--- config.mk ---
export PLATFORM = sky130hd
export DESIGN_NAME = gcd_rr_scheduler_flat
export DESIGN_NICKNAME = d
export VERILOG_FILES = /design/src/rtl/gcd_rr_scheduler_if.sv /design/src/rtl/gcd_rr_scheduler.sv /design/src/flat_wrapper.sv
export SDC_FILE = /design/constraint.sdc
export NUM_CORES = 1
export LEC_CHECK = 0
export ABC_AREA = 1
export BUFFER_PORTS_ARGS = -buffer_cell sky130_fd_sc_hd__buf_4
export CORE_AREA = 8 8 162 164
export CTS_CLUSTER_DIAMETER = 40
export DETAILED_ROUTE_END_ITERATION = 12
export DIE_AREA = 0 0 170 172
export GPL_TIMING_DRIVEN = 0
export PLACE_DENSITY = 0.6
export SLEW_MARGIN = 10
export SYNTH_ARGS = -nofsm -noshare
export SYNTH_HDL_FRONTEND = slang
export SYNTH_SLANG_ARGS = --single-unit
--- constraint.sdc ---
create_clock -name clk -period 4.7 [get_ports clk]
set_clock_uncertainty 0.1 [all_clocks]
set_input_delay 0.47 -clock clk [delete_from_list [all_inputs] [get_ports clk]]
set_output_delay 0.47 -clock clk [all_outputs]
set_load 0.01 [all_outputs]
--- src/rtl/gcd_rr_scheduler_if.sv ---
// Requester, response and engine handshake bundle for gcd_rr_scheduler.
// The scheduler uses the slave modport; the surrounding system uses the master modport.
interface gcd_rr_scheduler_if #(
  parameter int unsigned DW   = 32,
  parameter int unsigned NREQ = 4,
  parameter int unsigned CW   = 16
);
  localparam int unsigned GW = $clog2(NREQ);

  logic [NREQ-1:0]    req_valid;
  logic [NREQ-1:0]    req_ready;
  logic [NREQ*DW-1:0] req_a;
  logic [NREQ*DW-1:0] req_b;
  logic [NREQ-1:0]    rsp_valid;
  logic [NREQ-1:0]    rsp_ready;
  logic [DW-1:0]      rsp_data;
  logic [DW-1:0]      eng_a_data;
  logic               eng_a_valid;
  logic               eng_a_ready;
  logic [DW-1:0]      eng_b_data;
  logic               eng_b_valid;
  logic               eng_b_ready;
  logic [DW-1:0]      eng_gcd_data;
  logic               eng_gcd_valid;
  logic               eng_gcd_ready;
  logic               busy;
  logic [GW-1:0]      grant_id;
  logic [CW-1:0]      op_count;

  modport slave (
    input  req_valid, req_a, req_b, rsp_ready,
    input  eng_a_ready, eng_b_ready, eng_gcd_data, eng_gcd_valid,
    output req_ready, rsp_valid, rsp_data,
    output eng_a_data, eng_a_valid, eng_b_data, eng_b_valid, eng_gcd_ready,
    output busy, grant_id, op_count
  );

  modport master (
    output req_valid, req_a, req_b, rsp_ready,
    output eng_a_ready, eng_b_ready, eng_gcd_data, eng_gcd_valid,
    input  req_ready, rsp_valid, rsp_data,
    input  eng_a_data, eng_a_valid, eng_b_data, eng_b_valid, eng_gcd_ready,
    input  busy, grant_id, op_count
  );
endinterface

--- src/rtl/gcd_rr_scheduler.sv ---
// Round-robin scheduler sharing one GCD engine among NREQ requesters, one op in flight.
// Define GCD_SCHED_PERF_EN to enable the saturating op_count completion counter.
module gcd_rr_scheduler #(
  parameter int unsigned DW   = 32,
  parameter int unsigned NREQ = 4,
  parameter int unsigned CW   = 16
) (
  input logic               clk,
  input logic               rst_n,
  gcd_rr_scheduler_if.slave bus
);
  localparam int unsigned GW = $clog2(NREQ);

  typedef enum logic [1:0] {StIdle, StIssue, StWait, StResp} state_e;

  state_e        state;
  logic [GW-1:0] ptr;
  logic [GW-1:0] winner;
  logic          found;
  logic          a_done;
  logic          b_done;
  logic          rsp_hs;

  // First requesting index at or after the pointer, wrapping NREQ-1 -> 0.
  always_comb begin
    int unsigned   idx;
    logic [GW-1:0] cand;
    idx    = 0;
    cand   = '0;
    found  = 1'b0;
    winner = '0;
    for (int unsigned k = 0; k < NREQ; k++) begin
      idx  = (32'(ptr) + k) % NREQ;
      cand = GW'(idx);
      if (!found && bus.req_valid[cand]) begin
        found  = 1'b1;
        winner = cand;
      end
    end
  end

  always_comb begin
    bus.req_ready = '0;
    if (rst_n && state == StIdle && found) bus.req_ready[winner] = 1'b1;
  end

  // A channel is done once its valid has dropped or is being accepted this cycle.
  assign a_done = !bus.eng_a_valid || bus.eng_a_ready;
  assign b_done = !bus.eng_b_valid || bus.eng_b_ready;
  assign rsp_hs = bus.rsp_ready[bus.grant_id];

  always_ff @(posedge clk or negedge rst_n) begin
    if (!rst_n) begin
      state             <= StIdle;
      ptr               <= '0;
      bus.grant_id      <= '0;
      bus.busy          <= 1'b0;
      bus.eng_a_data    <= '0;
      bus.eng_b_data    <= '0;
      bus.eng_a_valid   <= 1'b0;
      bus.eng_b_valid   <= 1'b0;
      bus.eng_gcd_ready <= 1'b0;
      bus.rsp_valid     <= '0;
      bus.rsp_data      <= '0;
    end else begin
      unique case (state)
        StIdle: begin
          if (found) begin
            bus.eng_a_data  <= bus.req_a[winner*DW +: DW];
            bus.eng_b_data  <= bus.req_b[winner*DW +: DW];
            bus.eng_a_valid <= 1'b1;
            bus.eng_b_valid <= 1'b1;
            bus.grant_id    <= winner;
            bus.busy        <= 1'b1;
            state           <= StIssue;
          end
        end
        StIssue: begin
          if (bus.eng_a_ready) bus.eng_a_valid <= 1'b0;
          if (bus.eng_b_ready) bus.eng_b_valid <= 1'b0;
          if (a_done && b_done) begin
            bus.eng_gcd_ready <= 1'b1;
            state             <= StWait;
          end
        end
        StWait: begin
          if (bus.eng_gcd_valid) begin
            bus.rsp_data      <= bus.eng_gcd_data;
            bus.eng_gcd_ready <= 1'b0;
            bus.rsp_valid     <= NREQ'(1) << bus.grant_id;
            state             <= StResp;
          end
        end
        StResp: begin
          if (rsp_hs) begin
            bus.rsp_valid <= '0;
            bus.busy      <= 1'b0;
            ptr           <= (bus.grant_id == GW'(NREQ - 1)) ? '0 : bus.grant_id + 1'b1;
            state         <= StIdle;
          end
        end
      endcase
    end
  end

`ifdef GCD_SCHED_PERF_EN
  always_ff @(posedge clk or negedge rst_n) begin
    if (!rst_n) begin
      bus.op_count <= '0;
    end else if (state == StResp && rsp_hs && bus.op_count != {CW{1'b1}}) begin
      bus.op_count <= bus.op_count + 1'b1;
    end
  end
`else
  assign bus.op_count = {CW{1'b0}};
`endif

endmodule

--- src/flat_wrapper.sv ---
// flat-port wrapper written by rule: the top's interface ports become plain ports
module gcd_rr_scheduler_flat 
#(
  parameter int unsigned DW   = 32,
  parameter int unsigned NREQ = 4,
  parameter int unsigned CW   = 16
)
  (clk, rst_n, bus_req_valid, bus_req_a, bus_req_b, bus_rsp_ready, bus_eng_a_ready, bus_eng_b_ready, bus_eng_gcd_data, bus_eng_gcd_valid, bus_req_ready, bus_rsp_valid, bus_rsp_data, bus_eng_a_data, bus_eng_a_valid, bus_eng_b_data, bus_eng_b_valid, bus_eng_gcd_ready, bus_busy, bus_grant_id, bus_op_count);
  gcd_rr_scheduler_if #(.DW(DW), .NREQ(NREQ), .CW(CW)) bus_i ();
  input logic clk;
  input logic rst_n;
  input wire logic [$bits(bus_i.req_valid)-1:0] bus_req_valid;
  input wire logic [$bits(bus_i.req_a)-1:0] bus_req_a;
  input wire logic [$bits(bus_i.req_b)-1:0] bus_req_b;
  input wire logic [$bits(bus_i.rsp_ready)-1:0] bus_rsp_ready;
  input wire logic [$bits(bus_i.eng_a_ready)-1:0] bus_eng_a_ready;
  input wire logic [$bits(bus_i.eng_b_ready)-1:0] bus_eng_b_ready;
  input wire logic [$bits(bus_i.eng_gcd_data)-1:0] bus_eng_gcd_data;
  input wire logic [$bits(bus_i.eng_gcd_valid)-1:0] bus_eng_gcd_valid;
  output wire logic [$bits(bus_i.req_ready)-1:0] bus_req_ready;
  output wire logic [$bits(bus_i.rsp_valid)-1:0] bus_rsp_valid;
  output wire logic [$bits(bus_i.rsp_data)-1:0] bus_rsp_data;
  output wire logic [$bits(bus_i.eng_a_data)-1:0] bus_eng_a_data;
  output wire logic [$bits(bus_i.eng_a_valid)-1:0] bus_eng_a_valid;
  output wire logic [$bits(bus_i.eng_b_data)-1:0] bus_eng_b_data;
  output wire logic [$bits(bus_i.eng_b_valid)-1:0] bus_eng_b_valid;
  output wire logic [$bits(bus_i.eng_gcd_ready)-1:0] bus_eng_gcd_ready;
  output wire logic [$bits(bus_i.busy)-1:0] bus_busy;
  output wire logic [$bits(bus_i.grant_id)-1:0] bus_grant_id;
  output wire logic [$bits(bus_i.op_count)-1:0] bus_op_count;
  assign bus_i.req_valid = bus_req_valid;
  assign bus_i.req_a = bus_req_a;
  assign bus_i.req_b = bus_req_b;
  assign bus_i.rsp_ready = bus_rsp_ready;
  assign bus_i.eng_a_ready = bus_eng_a_ready;
  assign bus_i.eng_b_ready = bus_eng_b_ready;
  assign bus_i.eng_gcd_data = bus_eng_gcd_data;
  assign bus_i.eng_gcd_valid = bus_eng_gcd_valid;
  assign bus_req_ready = bus_i.req_ready;
  assign bus_rsp_valid = bus_i.rsp_valid;
  assign bus_rsp_data = bus_i.rsp_data;
  assign bus_eng_a_data = bus_i.eng_a_data;
  assign bus_eng_a_valid = bus_i.eng_a_valid;
  assign bus_eng_b_data = bus_i.eng_b_data;
  assign bus_eng_b_valid = bus_i.eng_b_valid;
  assign bus_eng_gcd_ready = bus_i.eng_gcd_ready;
  assign bus_busy = bus_i.busy;
  assign bus_grant_id = bus_i.grant_id;
  assign bus_op_count = bus_i.op_count;
  gcd_rr_scheduler #(.DW(DW), .NREQ(NREQ), .CW(CW)) u_core (.clk(clk), .rst_n(rst_n), .bus(bus_i));
endmodule
==> results of run 1 <==
## per-stage QoR
| step | instance area, sq um | utilization, % | power [W] |
|---|---|---|---|
| floorplan | 7410 | - | 0.00602 |
| global placement | 10900 | 45.8 | 0.00851 |
| detailed placement | 10900 | 45.9 | 0.00857 |
| CTS | 11200 | 47.2 | 0.00938 |
| global route | 11200 | 47.2 | 0.0103 |
| finish | 11200 | 47.2 | 0.00925 |
## where the power goes
group	leakage (nW)	internal [W]	total, W	switching (W)
Combinational	5.13	0.00248	0.00679	0.00431
Clock	0.135	0.000384	0.000771	0.000388
Sequential	1.36	0.00142	0.00169	0.000265
Total	6.63	0.00429	0.00925	0.00496
## metal layers
layer  wire, microns  track usage (%)
met4             916             7.67
met3            3050             6.96
met5               0                0
met1           13100             24.6
met2           16900             39.8
## cells in the mapped netlist
library cell	number
o211ai_1	1
nand3_2	1
conb_1	1
inv_2	4
nor3_1	4
o21ai_1	1
mux2_2	32
buf_6	1
buf_1	5
buf_2	47
nand3_1	140
inv_1	21
nor2_4	1
nand2_2	4
nor2_1	9
clkbuf_1	11
nand2_1	698
buf_4	27
ha_1	8
nor2_2	2
a21oi_1	2
dfrtp_1	110
a21boi_1	1
o21ai_0	9
o31ai_1	4
## cell usage in the layout, fill, tap and decap left out, types with 2 or more instances in the layout
master,n
clkbuf_16,9
nand2_1,698
o31ai_1,4
nor3_1,4
dfrtp_1,110
nor2_1,9
nor2_2,2
inv_1,21
a21oi_1,2
buf_4,436
mux2_2,32
nand2_2,4
inv_2,4
ha_1,8
clkbuf_1,11
inv_8,2
nand3_1,140
buf_6,2
buf_1,5
buf_2,47
o21ai_0,9
conb_1,16
clkinvlp_4,3
## state kept, by name, summed over array words and instances (netlist names), 2 cells and up
| register | count |
|---|---|
| u_core.bus.grant_id | 2 |
| u_core.bus.rsp_valid | 4 |
| u_core.ptr | 2 |
| u_core.bus.eng_a_data | 32 |
| u_core.bus.rsp_data | 32 |
| u_core.bus.eng_b_data | 32 |
| u_core.state | 2 |
## area by class of cell
class	instances	area, sq um	area share [%]
Inverter	25	93.8	0.835
Buffer	91	509	4.53
Multi-Input combinational cell	933	4060	36.1
Sequential cell	110	2750	24.5
Tap cell	324	405	3.61
Clock buffer	10	239	2.13
Clock inverter	6	53.8	0.479
Timing Repair Buffer	412	3120	27.8
## worst max-delay path: stages (launching register included)
cell     delay [ns]
dfrtp_1        0.40
buf_4          0.17
nand2_1        0.10
nand3_2        0.09
nand2_2        0.10
nor2_1         0.07
nor2_1         0.09
nand2_1        0.10
nand2_2        0.22
buf_6          0.21
buf_2          0.27
inv_1          0.08
nor3_1         0.20
buf_4          0.16
## cells by family after synthesis
kind of cell | count (synthesis)
simple gates | 859
buf+inv | 116
flops | 110
mux | 32
compound gates | 18
fa+ha+maj | 8
other cells | 1
## repair_timing
item | in CTS | in global routing
hold buffers | 1 | 0
buffers inserted | 0 | 0
endpoints found under the hold margin | 5 | 0
## worst min-delay path by stage
stage                                    startpoint                         to  cells past startpoint
final                          bus_eng_gcd_data[22]    u_core.bus.rsp_data[22]                      2
after global routing           bus_eng_gcd_data[15]    u_core.bus.rsp_data[15]                      2
after floorplan                               rst_n            u_core.bus.busy                      0
after global placement    u_core.bus.eng_a_data[15]  u_core.bus.eng_a_data[15]                      2
after CTS                       bus_eng_gcd_data[9]     u_core.bus.rsp_data[9]                      2
after detailed placement   u_core.bus.eng_a_data[9]   u_core.bus.eng_a_data[9]                      2
==> results summary, run 1 <==
The count of vias placed by the detailed router came out at 8694. Entering global routing, the biggest net connects 58 pins. The synthesized netlist cell count came out at 1144.

The type of element launching the critical path is a register. The number of antenna diodes in the final layout is 0. Across the VDD grid, the largest voltage drop is 0.000421 V. The number of storage elements in the synthesis netlist came out at 110. The max-cap check violation count is 0. The global-route usage over all layers came out at 22.2%. The critical path ends at bus_req_ready[2]. The number of inserted filler cells in the final layout came out at 2588.

The area of the die came out at 29200 sq um. The count of buffers inserted at the top-level ports came out at 410. The initial core utilization came out at 30.9%. After synthesis, the share of cell area in mux cells is 4.90%. The clock-pin slew on the worst setup and hold paths is 0.08 ns. The ratio of cells with drive above 1 in the final layout came out at 34.4%.

The power per cell area is 823 nW/um^2. For the pin with the worst max-slew slack, the measured transition is 0.636 ns. The overall routed net length came out at 34000 microns. The count of placed standard cells in the final layout, fillers left out is 1911. The global placer's final weighted congestion came out at 0.898.

The number of remaining DRC errors is 0. By area the synthesized netlist is led by dfrtp_1 37%, nand2_1 36%, nand3_1 9.5%, mux2_2 4.9%, buf_2 3.2%. The final antenna-violating net count is 0.

STA classifies the critical path endpoint as an output pin. The area fraction of the dominant cell type after synthesis is 37.4%. The number of max-slew violations in the final report came out at 0. Based on the critical path, the design can be clocked at up to 313 MHz. The CTS H-tree depth came out at 3. The critical path is of the register to output pin type.

The end of the worst register-to-register path is u_core.bus.eng_b_data[20]. The growth of design area from synthesis to finish is 52.6%. Averaged over all synthesized cells, the footprint is 6.43 sq um.

The initial antenna violation count is 0. The clock sink count came out at 110. After routing, the total negative slack on setup checks comes to 0 ns.

TritonCTS built the clock tree. In this run the vertical extent of the chip is 172 microns. For this run, the post-layout net count is 1891. The largest area contributor in the synthesized netlist is dfrtp_1. In this run the worst hold path is classified as primary input to register. Counting along the longest clock path gives a buffer depth of 2. The floorplan has 57 rows.

The tightest slew margin relative to the limit came out at 57.6%. Clock tree synthesis inserted a total of 9 buffers. The aggregate global routing overflow is 0. The maximum fanout encountered on the critical timing path came out at 10. The HPWL after detailed placement came out at 27700 microns. Before antenna repair, the detailed router went through 4 iterations.

The final number of setup-violating endpoints came out at 0. The worst slack on hold paths is 0.236 ns. The count of cell types in the netlist is 25. The core outline area is 23800 sq um. The final hold violation count came to 0.

In the routed layout, each cell is associated on average with a via count of 4.55. The via count of the first global-routing pass was 8877. The per-cell routed wire length is 17.8 microns.

The top-level I/O count is 427. The first-pass GRT wire length came out at 49900 microns. Post-CTS repair changed the size of 0 cells. The minimum clock period is 3.20 ns.

The synthesized-area fraction occupied by and/or/nand/nor cells came out at 46.7%. Dividing the final minimum period by the clock period gives 68.0%. The critical path required time came out at 4.13 ns. The clock latency on the worst-skew pair is 0.36 ns. At the worst endpoint, the arrival time is 2.63 ns. The number of cells traversed by the worst register-to-register path is 16.

The post-placement setup slack is 1.80 ns. The fraction of synthesized cell area in xor and xnor cells is 0%. After synthesis, the largest family of logic cells by area is simple AND/OR/NAND/NOR gates. The least setup slack across all paths after layout is 1.50 ns.

The setup slack on the worst flop-to-flop path is 2.20 ns. In this run the worst setup path begins at u_core.ptr[0]. The cell total after placement is 1894. Setup repair after global routing left no endpoint under its margin. The share of the synthesized area in compound gates (AO/OA/AOI/OAI) came out at 1.43%.

The leakage power total is 6.63 nW. The synthesized-area fraction occupied by adder cells came out at 1.36%. The count of warnings emitted by yosys is 0. The mapped cell area is 7360 sq um. CTS placed an instance of clkbuf_16 at the clock tree root. The die extent in x is 170 microns. The count of routing violations after the opening detailed-route iteration is 491. The startpoint of the worst register-to-register path is u_core.ptr[0]. Sequential elements use 37.4% of the synthesized area. The run finished with clean final reports.
Note: power is estimated with default switching activity, not from simulation.
==> inputs of run 2 (changes only) <==
--- a/config.mk
+++ b/config.mk
@@ -5,12 +5,12 @@
 export SDC_FILE = /design/constraint.sdc
 export NUM_CORES = 1
 export LEC_CHECK = 0
-export ABC_AREA = 1
+export ABC_AREA = 0
 export BUFFER_PORTS_ARGS = -buffer_cell sky130_fd_sc_hd__buf_4
-export CORE_AREA = 8 8 162 164
+export CORE_AREA = 8 8 160 162
 export CTS_CLUSTER_DIAMETER = 40
 export DETAILED_ROUTE_END_ITERATION = 12
-export DIE_AREA = 0 0 170 172
+export DIE_AREA = 0 0 168 170
 export GPL_TIMING_DRIVEN = 0
 export PLACE_DENSITY = 0.6
 export SLEW_MARGIN = 10
==> constraint.sdc (replaced) <==
create_clock -name clk -period 2.8 [get_ports clk]
set_clock_uncertainty 0.1 [all_clocks]
set_input_delay 0.28 -clock clk [delete_from_list [all_inputs] [get_ports clk]]
set_output_delay 0.28 -clock clk [all_outputs]
set_load 0.01 [all_outputs]
==> run 2 against run 1 <==
  * Sequential share of layout area grew 2.0 points
  * Global-route usage shrank 0.97 points
  * Combinational power shrank 16%
==> results summary, run 2 <==
The number of cells traversed by the worst register-to-register path is 6. Dividing the final minimum period by the clock period gives 92.8%. The critical path contains buffers and inverters numbering 3 combined. The slew at the pin closest to its max-slew limit came out at 0.666 ns. In the post-synthesis netlist, the cell with the most instances is dfrtp_1. After synthesis the netlist holds a flip-flop and latch count of 110. The area of the die came out at 28600 sq um. In this run the worst hold path is classified as primary input to register. Walking the worst path, the cells encountered are nor2b_1 -> nor3_1 -> buf_2 -> clkbuf_1 -> nor2_1 -> nor2_1 -> buf_4. In the synthesized netlist the dominant register cell turns out to be dfrtp_1. Before antenna repair, the detailed router went through 5 iterations.

Clock-pin slew was measured on the worst setup and hold paths at 0.09 ns. The critical path class is register to output pin. Ranked by instance count, the synthesized netlist is headed by 110 x dfrtp_1, 70 x nor2_1, 65 x nand4_1. The cell type of the slowest stage on the worst timing path is dfrtp_1. Synthesis handed over a netlist of 715 instances. The power share of the combinational group came out at 57.3%. For this run, the share of the core covered by cells in the final layout is 45.1%.

After synthesis, the cell types taking the most area are dfrtp_1 42%, a221oi_1 8.5%, nand4_1 6.2%, a31oi_1 6.1%, and2_1 6.1%. The sequential cells in the finished layout cover a total of 2750 sq um. The count of warnings emitted by yosys came out at 0. The clock network fraction of total power came out at 13.4%. The via count of the first global-routing pass is 8016. The worst hold path depth came out at 2. The number of buffers on the longest clock path is 2. The clock sink count came out at 110. The count of placed standard cells in the final layout, fillers left out came out at 1444. The run finished with clean final reports. The initial core utilization is 28.6%. Summed over all layers, the global routing overflow is 0. The number of logic stages on the critical path including buffering came out at 7. The TritonCTS buffer count is 9. The clock tree from TritonCTS is done.

The proportion of synthesized chip area in sequential cells is 41.8%. The die boundary height came out at 170 microns. The count of buffers inserted at the top-level ports came out at 406. The maximum vdd ir drop is 0.000348 V.

The largest net degree at the start of global routing came out at 60. Compared with the post-synthesis result, the final layout area differs by 57.9%. The data arrival at the endpoint of the critical path is 2.22 ns. The fraction of power spent switching nets is 42.8%. The least setup slack across all paths after layout is 0.203 ns.

Leaving out fill and tap cells, the most frequent cells in the layout are 424 x buf_4, 110 x dfrtp_1, 70 x nor2_1. The average vias per placed instance is 5.21. Measured against its own limit, the worst slew margin works out to 55.6%. The post-placement setup slack came out at 0.357 ns. The number of post-CTS setup repair buffers is 0. The analysis attributes to net switching a power of 0.00427 W. The largest registers in the layout are u_core.bus.eng_a_data x32, u_core.bus.eng_b_data x32, u_core.bus.rsp_data x32. The count of cell types in the netlist came out at 41. On the critical path the largest part of the delay comes from buffers and inverters. The ratio of cells with drive above 1 in the final layout came out at 44.2%. CTS placed an instance of clkbuf_16 at the clock tree root. The floorplan step set the die width to 168 microns. The count of routing violations after the opening detailed-route iteration came out at 428. The core outline area is 23100 sq um. The final hold violation count is 0. The leakage power total came out at 4.76 nW. In the final routed layout, each cell accounts on average for 22.2 microns. For this run, design rule violations remaining after detail routing come to 0.

The initial antenna violation count came out at 1. Summing every instance area after synthesis gives 6590 sq um. For this run, the total global-route usage over all layers was measured as 21.2%. The top-level I/O count is 427. The worst stage delay on the critical path is 0.45 ns. The max-cap check violation count is 0. The number of max-slew violations in the final report came to 0. In this run the remaining antenna-violating nets after routing total 0. The CTS H-tree depth came out at 3. The synthesized area per cell came out at 9.21 sq um. The maximum fanout encountered on the critical timing path is 10. The clock latency on the worst-skew pair came out at 0.35 ns. The worst slack on hold paths came out at 0.0457 ns. The first-pass GRT wire length came out at 47100 microns. For this design the ratio of total power to cell area is 960 nW/um^2. The minimum clock period came out at 2.60 ns.

The footprint of the multi-input gates came out at 3360 sq um. The worst setup path is captured at an output pin. STA puts the critical path data required time at 2.42 ns. STA classifies the critical path startpoint as a register. The internal power summed over all cells is 0.00571 W. The final sum of negative setup slack is 0 ns. The area fraction of the dominant cell type after synthesis came out at 41.8%.

The number of core rows is 56. Of all cell types, the one taking the most synthesized area is dfrtp_1. The most numerous cell type found on the critical path is nor2_1.

The overall routed net length came out at 32000 microns. The final number of setup-violating endpoints is 0. The number of inserted diodes is 0. The total number of nets in the final design is 1458.

The global placer's final weighted congestion is 0.852. The commonest non-fill, non-tap cell in the layout is buf_4. Counting flops with a built-in enable in the synthesized netlist gives 0. The number of inserted filler cells in the final layout is 2309.

Sequential cells burn 29.3% of the power. For this run, asynchronously set or reset flops after synthesis account for 100%. The maximum operating frequency came out at 385 MHz. Once detailed placement completed, the half-perimeter wirelength came to 25200 microns.

Setup repair after global routing left no endpoint under its margin. The count of vias placed by the detailed router came out at 7528. The cell total after placement is 1427.
-- run 2: cell count changes after synthesis, moves of 12 or more --
cell and change:
nand2_1 -685, nand3_1 -138, nand4_1 +65, a221oi_1 +64, a31oi_1 +64, and2_1 +64, nor2_1 +61, o21ai_0 +50
clkbuf_1 +32, buf_2 -23, inv_1 -13, o21ai_1 +12
-- run 2: worst paths after layout --
| check | startpoint | slack [ns] | endpoint |
|---|---|---|---|
| setup / recovery | u_core.ptr[0] | 0.20 | bus_req_ready[0] |
| hold / removal | bus_eng_gcd_data[13] | 0.05 | u_core.bus.rsp_data[13] |
| setup reg to reg | u_core.ptr[0] | 0.62 | u_core.bus.eng_a_data[22] |
| hold reg to reg | u_core.bus.rsp_valid[2] | 0.40 | u_core.bus.rsp_valid[2] |
| max in group asynchronous | rst_n | 1.54 | u_core.bus.eng_a_data[17] |
| min in group asynchronous | rst_n | 0.35 | u_core.bus.rsp_data[8] |
-- run 2: power by group through the flow --
stage          sequential [W]  clock (W)  combinational, W
2_1_floorplan         0.00323          0           0.00274
3_3_place_gp          0.00293          0           0.00575
3_5_place_dp          0.00295          0           0.00578
4_1_cts               0.00293    0.00138           0.00580
5_1_grt               0.00303    0.00143           0.00627
6_report              0.00293    0.00134           0.00572
-- run 2: kinds of logic (layout without fill, tap and decap cells) --
group           Yosys count  in the layout  share of synthesized area (%)
simple gates            236            236                           19.5
compound gates          218            218                           22.3
fa+ha+maj                 8              8                           1.52
other cells               1             16                         0.0569
buf+inv                 103            527                           8.03
mux                      39             39                           6.84
flops                   110            110                           41.8
-- run 2: area by class of cell --
cell class	count	area share, %
Clock inverter	6	0.601
Buffer	95	4.84
Tap cell	290	3.49
Timing Repair Buffer	408	29.7
Inverter	8	0.289
Clock buffer	10	2.30
Multi-Input combinational cell	517	32.3
Sequential cell	110	26.5
-- run 2: routing by layer --
| metal | track usage [%] | share of wire, % | routed length, microns | vias up |
|---|---|---|---|---|
| met4 | 6.09 | 2.4 | 756 | 2 |
| met2 | 37.8 | 50 | 15800 | 365 |
| met3 | 7.74 | 9.1 | 2900 | 46 |
| met1 | 23.5 | 39 | 12500 | 3591 |
| met5 | 0 | 0.041 | 13 | - |
| li1 | - | - | - | 3524 |
-- run 2: timing repair --
action / CTS / global route
setup endpoints to repair: 3 / 3
resized for setup: 1 / 2
pin swaps: 0 / 0
hold buffers: 1 / 0
hold endpoints to repair: 53 / 0
-- run 2: through the flow --
step                instance area, sq um  total power, W
finish                             10400         0.00998
global route                       10400          0.0107
CTS                                10400          0.0101
detailed placement                 10100         0.00874
global placement                   10100         0.00868
floorplan                           6640         0.00597
